$ cat config.mk
export PLATFORM = sky130hd
export DESIGN_NAME = rx_bit_timing_ctrl
export DESIGN_NICKNAME = d
export VERILOG_FILES = /design/src/rtl/rx_bit_timing_ctrl.sv
export SDC_FILE = /design/constraint.sdc
export NUM_CORES = 1
export LEC_CHECK = 0
export CORE_MARGIN = 1
export CORE_UTILIZATION = 60
export CTS_CLUSTER_SIZE = 8
export DETAILED_ROUTE_END_ITERATION = 8
export PLACE_DENSITY_LB_ADDON = 0.12
export SLEW_MARGIN = 15
export SYNTH_ARGS = -nofsm -noshare
export SYNTH_HDL_FRONTEND = slang
export SYNTH_SLANG_ARGS = --single-unit
$ cat constraint.sdc
create_clock -name clk -period 4.3 [get_ports clk]
set_input_delay 1.29 -clock clk [delete_from_list [all_inputs] [get_ports clk]]
set_output_delay 1.29 -clock clk [all_outputs]
set_load 0.005 [all_outputs]
$ cat src/rtl/rx_bit_timing_ctrl.sv
// -----------------------------------------------------------------------------
// rx_bit_timing_ctrl
//
// Bit-timing controller for a serial receiver. After the start-bit detector
// pulses, it counts CLKS_PER_BIT clocks per bit. It strobes the data shift
// register once per data bit. It samples the stop bit and then tells the
// receive buffer to load, or flags a framing error.
//
// Frame timeline (cycle 0 = the cycle after the edge that accepts the start):
//   strobe k (k = 1..DATA_BITS+1) occurs in cycle k*CLKS_PER_BIT
//   strobes 1..DATA_BITS       -> shift_enable high for that one cycle
//   strobe DATA_BITS+1         -> serial_in registered as the stop bit
//   next cycle (STOP_CHK)      -> stop bit 1: LOAD, stop bit 0: framing error
//   LOAD                       -> load_buffer high for one cycle, back to IDLE
//
// Parameters:
//   CLKS_PER_BIT       clock cycles per serial bit (4..255)
//   DATA_BITS          data bits per frame, LSB first (1..15)
//
// Ports:
//   clk                system clock, rising-edge active
//   n_rst              asynchronous active-low reset
//   start_bit_detected one-cycle start-bit pulse, honoured only in IDLE
//   serial_in          synchronized serial line (idle high)
//   shift_enable       one-cycle strobe per data bit
//   load_buffer        one-cycle pulse to capture the parallel data
//   framing_error      sticky flag, set when the stop bit is sampled low
//   busy               high while a frame is being timed
// -----------------------------------------------------------------------------
module rx_bit_timing_ctrl #(
    parameter int CLKS_PER_BIT = 10,
    parameter int DATA_BITS    = 8
) (
    input  logic clk,
    input  logic n_rst,
    input  logic start_bit_detected,
    input  logic serial_in,
    output logic shift_enable,
    output logic load_buffer,
    output logic framing_error,
    output logic busy
);

    // The counters are sized for the largest legal parameters:
    // clk_cnt reaches 254, and bit_cnt reaches 16 (DATA_BITS+1).
    localparam logic [7:0] CNT_MAX  = 8'(CLKS_PER_BIT - 1);
    localparam logic [4:0] DATA_IDX = 5'(DATA_BITS);
    localparam logic [4:0] STOP_IDX = 5'(DATA_BITS + 1);

    typedef enum logic [1:0] {
        ST_IDLE     = 2'd0,
        ST_RUN      = 2'd1,
        ST_STOP_CHK = 2'd2,
        ST_LOAD     = 2'd3
    } state_t;

    state_t     state_r;
    logic [7:0] clk_cnt_r;
    logic [4:0] bit_cnt_r;
    logic       stop_bit_r;
    logic       shift_enable_r;
    logic       load_buffer_r;
    logic       framing_error_r;
    logic       busy_r;

    // Frame FSM, bit/clock counters and registered outputs.
    always_ff @(posedge clk or negedge n_rst) begin
        if (!n_rst) begin
            state_r         <= ST_IDLE;
            clk_cnt_r       <= 8'd0;
            bit_cnt_r       <= 5'd0;
            stop_bit_r      <= 1'b0;
            shift_enable_r  <= 1'b0;
            load_buffer_r   <= 1'b0;
            framing_error_r <= 1'b0;
            busy_r          <= 1'b0;
        end else begin
            // Strobes default low, so each one lasts exactly one cycle.
            shift_enable_r <= 1'b0;
            load_buffer_r  <= 1'b0;
            case (state_r)
                ST_IDLE: begin
                    if (start_bit_detected) begin
                        state_r         <= ST_RUN;
                        clk_cnt_r       <= 8'd0;
                        bit_cnt_r       <= 5'd0;
                        framing_error_r <= 1'b0;
                        busy_r          <= 1'b1;
                    end else begin
                        busy_r <= 1'b0;
                    end
                end
                ST_RUN: begin
                    // bit_cnt_r == STOP_IDX marks the stop-bit strobe cycle.
                    // serial_in is captured on the edge that ends that cycle.
                    if (bit_cnt_r == STOP_IDX) begin
                        stop_bit_r <= serial_in;
                        state_r    <= ST_STOP_CHK;
                    end else if (clk_cnt_r == CNT_MAX) begin
                        // This wrap starts strobe bit_cnt_r+1. Only the
                        // data-bit strobes drive the shift register.
                        clk_cnt_r      <= 8'd0;
                        bit_cnt_r      <= bit_cnt_r + 5'd1;
                        shift_enable_r <= (bit_cnt_r < DATA_IDX);
                    end else begin
                        clk_cnt_r <= clk_cnt_r + 8'd1;
                    end
                end
                ST_STOP_CHK: begin
                    if (stop_bit_r) begin
                        state_r       <= ST_LOAD;
                        load_buffer_r <= 1'b1;
                    end else begin
                        framing_error_r <= 1'b1;
                        state_r         <= ST_IDLE;
                        busy_r          <= 1'b0;
                    end
                end
                ST_LOAD: begin
                    state_r <= ST_IDLE;
                    busy_r  <= 1'b0;
                end
                default: begin
                    state_r   <= ST_IDLE;
                    clk_cnt_r <= 8'd0;
                    bit_cnt_r <= 5'd0;
                    busy_r    <= 1'b0;
                end
            endcase
        end
    end

    assign shift_enable  = shift_enable_r;
    assign load_buffer   = load_buffer_r;
    assign framing_error = framing_error_r;
    assign busy          = busy_r;

endmodule

# After elaboration in Yosys (flattened, before gate mapping)
# Index checks and enable logic that the tools add are counted.
# totals
input_bits	4
word_cells	54
ff_bits	20
# classes
n_addsub	2
muxes	23
eq_ne	10
reduce_logical	10
n_lt_le_gt_ge	1
# ops
operator	count
two-way mux 8 bit	3
one-hot mux 8 bit (2 select lines)	1
two-way mux 5 bit	3
!= test 2 bit (second input constant)	5
one-hot mux 5 bit (2 select lines)	1
two-way mux 1 bit	9
adder 8 x 1 -> 8 bit (second input constant)	1
equality test 8 x 4 -> 1 bit (second input constant)	1
one-hot mux 2 bit (4 select lines)	1
two-way mux 2 bit	3
AND reduction 2 bit	3
AND reduction 3 bit	2
adder 5 x 1 -> 5 bit (second input constant)	1
equality test 5 x 4 -> 1 bit (second input constant)	1
less-than comparator 5 x 4 -> 1 bit (second input constant)	1
equality test 2 bit (second input constant)	2
AND reduction 4 bit	1
nonzero test 2 bit	2
one-hot mux 1 bit (3 select lines)	1
nonzero test 3 bit	1
equality test 2 x 1 -> 1 bit (second input constant)	1
zero test 2 bit	1
one-hot mux 1 bit (2 select lines)	1

# Depth between registers and ports, before layout
# depth
depth_word	4
mapped_depth	6

# Least setup slack after synthesis
# Ideal clock, no wire load.
# synth_path
kind	in2reg
startpoint	input port start_bit_detected
endpoint	register clk_cnt_r[3]
arrival_time_ns	1.984
path_stages	4
required_time_ns	4.182
slack_ns	2.198
cell_sequence	nor2_1 -> a211oi_1 -> o21ai_0 -> a21o_1
# synth_between
elab_chain_len	2
# synth_rtl
element	line	text
start, declared	36	input logic start_bit_detected,
!= test 2 bit (no line)	--	
AND reduction 3 bit (no line)	--	
end signal, assigned	106	clk_cnt_r <= clk_cnt_r + 8'd1;
end, declared	58	logic [7:0] clk_cnt_r;
# Every way passes these cells.
# A chain may end at the register's enable or synchronous reset.

# Final worst setup path
# Same ends and word-level chain as after synthesis.

==> impl_metrics.csv <==
group,metric,value,unit
routing,vias,825,
grt,track_usage,24.76,%
grt,antenna_found_initial,0,
synthesis,synth_area_leaders,"dfrtp_1, nand2_1, ha_1",
routing,drt_iter0_markers,24,
cells_and_area,fin_nets,125,
sta,rsz0062_at_grt,"no",
sta,finalSetupViolCount,0,
cells_and_area,layout-drive-gt1-share,9.483,%
critical_path,reg2regPathDepth,6,
critical_path,r2r_start,"clk_cnt_r[1]",
min_path,holdCritPathClass,"reg2reg",
synthesis,synth_area,0.001050,mm²
clock_network,ctsHoldBuffers,0,
grt,grt_pass1_vias,794,
critical_path,reg2reg_to,"bit_cnt_r[4]",
critical_path,crit_cells,5,
critical_path,crit_fanout,4,
clock_network,clockRootBuffer,"clkbuf_4",
routing,routedWlPerCell,15.17,µm
sta,final.setup_skew,1.797,ps
clock_network,tritoncts,"yes",
routing,first_pass_iters,4,
grt,grt_remaining_overflow,0,
synthesis,ys_seq_area_share,47.68,%
sta,worst_pin_slew,893.9,ps
die,initial_utilization,66.59,%
sta,slew_headroom,40.22,%
critical_path,critPathRequiredTime,4500,ps
placed_design,hpwlAfterDp,1414,µm
clock_network,clkTransAtPathRegs,110,ps
power_and_ir_drop,power_leakage,0.5472,nW
die,boundaryPins,8,
sta,worst_slack,1764,ps
critical_path,worst-path-buf-inv,1,
cells_and_area,area.growth.synth_to_final,11.32,%
synthesis,synth_cell_types,34,
clock_network,cts-buffers-inserted,3,
synthesis,synth_warnings,0,
sta,max_freq,394.3,MHz
grt,grt_pass1_wl,3519,µm
sta,tns,0,ps
placed_design,port_buffers,7,
routing,drc_errors,0,
synthesis,yosys.area.top_type_share,47.68,%
min_path,hp-start,"bit_cnt_r[4]",
sta,finalCritPeriodShare,58.98,%
die,die_area,0.001921,mm²
die,chipHeight,43.83,µm
critical_path,crit_chain,"clkdlybuf4s50_1 -> nor2_1 -> a211oi_1 -> o21ai_0 -> a21o_1",
clock_network,post_cts_resize_count,0,
synthesis,syn_area_per_cell,9.811,µm²
status,status,"finished, final reports clean",
die,design.core.area,0.001577,mm²
critical_path,critical-path-slowest-cell,"a211oi_1",
cells_and_area,fin_util,74.13,%
critical_path,worstSetupStartpoint,"start_bit_detected",
critical_path,setup.worst_path.end,"clk_cnt_r[3]",
critical_path,worst-r2r-setup-slack,2240,ps
routing,drt_wl_total,2003,µm
job,maxCapViolations,0,
critical_path,path_delay_family,"compound AO/OA/AOI/OAI gates",
critical_path,crit_arrival,2740,ps
die,die_w,43.83,µm
routing,viasPerCell,6.250,
synthesis,syn_inst,107,
placed_design,gp_congestion,0.7813,
critical_path,cp-start-kind,"input pin",
placed_design,dp_slack,1486,ps
critical_path,worstSetupPathType,"in2reg",
sta,hold_ws,501.0,ps
critical_path,end_kind,"flop",
die,rows,14,
sta,drv_slew,0,
sta,fin_crit,2536,ps
clock_network,clockBufferDepth,2,
synthesis,yosys.area.top_type,"dfrtp_1",
grt,grt_max_degree,21,
synthesis,synth_seq_cells,20,
power_and_ir_drop,peakVddDrop,188.8,µV
clock_network,h-tree-depth,1,
clock_network,clock-sinks,20,
clock_network,clk_latency,300,ps
synthesis,synth_nets,115,
routing,ant_nets,0,
power_and_ir_drop,total_power,0.3053,mW
power_and_ir_drop,power_density,261.3,mW/mm²
critical_path,slowest_delay,520,ps
sta,final_hold_viol_count,0,
clock_network,cts_setup_buffers,0,
cells_and_area,diodes,0,
layer usage:
layer  global-route usage (%)  part of all wire [%]  up-vias
met4                    11.25                   2.3        0
met5                        0                     0        -
met3                    2.500                   2.1        7
met1                    33.33                    47      394
met2                    40.30                    48       14
li1                         -                     -      410
power breakdown:
group	internal, mW	switching [mW]	total [mW]	leakage, nW
combinational	0.00312	0.00430	0.00742	0.274
sequential	0.188	0.000528	0.189	0.252
clock	0.0516	0.0573	0.109	0.0210
Yosys cell counts, drive strengths merged:
cell type and count:
nand3b 2, nand2 17, and4bb 1, or2 1, clkbuf 2, or4b 1
o211ai 1, or3b 1, nor2b 4, a211o 3, nor3 3, o21ai 9
nor2 4, inv 4, nand2b 2, a211oi 1, a41oi 3, a31oi 5
nand3 6, xnor2 2, o22ai 1, ha 4, mux2 1, dfrtp 20
nor4 2, a21o 1, nor3b 1, mux2i 1, or4 1, nor4b 1
and3 2
cells in the final DEF, fill, tap and decap left out, types with 4 or more instances in the layout:
master	count
a31oi_1	5
clkdlybuf4s50_1	7
dfrtp_1	20
ha_1	4
inv_1	4
nand2_1	17
nand3_1	6
nor2_1	4
nor2b_1	4
o21ai_0	7
stage by stage:
step / cell area (µm²) / cells
detailed placement: 1132 / 128
finish: 1169 / 132
global route: 1169 / 132
CTS: 1169 / 132
floorplan: 1050 / 107
global placement: 1132 / 128
area by class of cell:
class / instances / area [µm²]
Sequential cell: 20 / 500.5
Tap cell: 16 / 20.02
Fill cell: 116 / 407.9
Inverter: 4 / 15.01
Timing Repair Buffer: 7 / 70.07
Clock buffer: 4 / 36.28
Multi-Input combinational cell: 81 / 526.8
sequential cells by signal, indices dropped and copies added (netlist names):
signal	count
load_buffer	1
state_r	2
framing_error	1
clk_cnt_r	8
busy	1
bit_cnt_r	5
shift_enable	1
stop_bit_r	1
cells by family (layout without fill, tap and decap cells):
kind of cell    count (synthesis)  in the layout  synth area share (%)
mux                             2              2                 2.026
simple gates                   49             49                 26.34
xor+xnor                        2              2                 1.669
fa+ha+maj                       4              4                 4.768
flops                          20             20                 47.68
compound gates                 24             24                 15.38
buf+inv                         6             15                 2.145
worst min-delay path by stage:
stage                          endpoint  slack, ps  cells after the start
after detailed placement   shift_enable        480                      1
after global routing       shift_enable        530                      1
after global placement    framing_error        470                      2
after floorplan            shift_enable        450                      1
final                      shift_enable        500                      1
after CTS                  shift_enable        500                      1
worst reg2reg max path: stages (launching register included):
cell and delay (ps):
dfrtp_1 420, inv_1 80, ha_1 150, or4b_4 480, or4_4 560, o21ai_2 120
a31oi_1 130
Note: power is estimated with default switching activity, not from simulation.
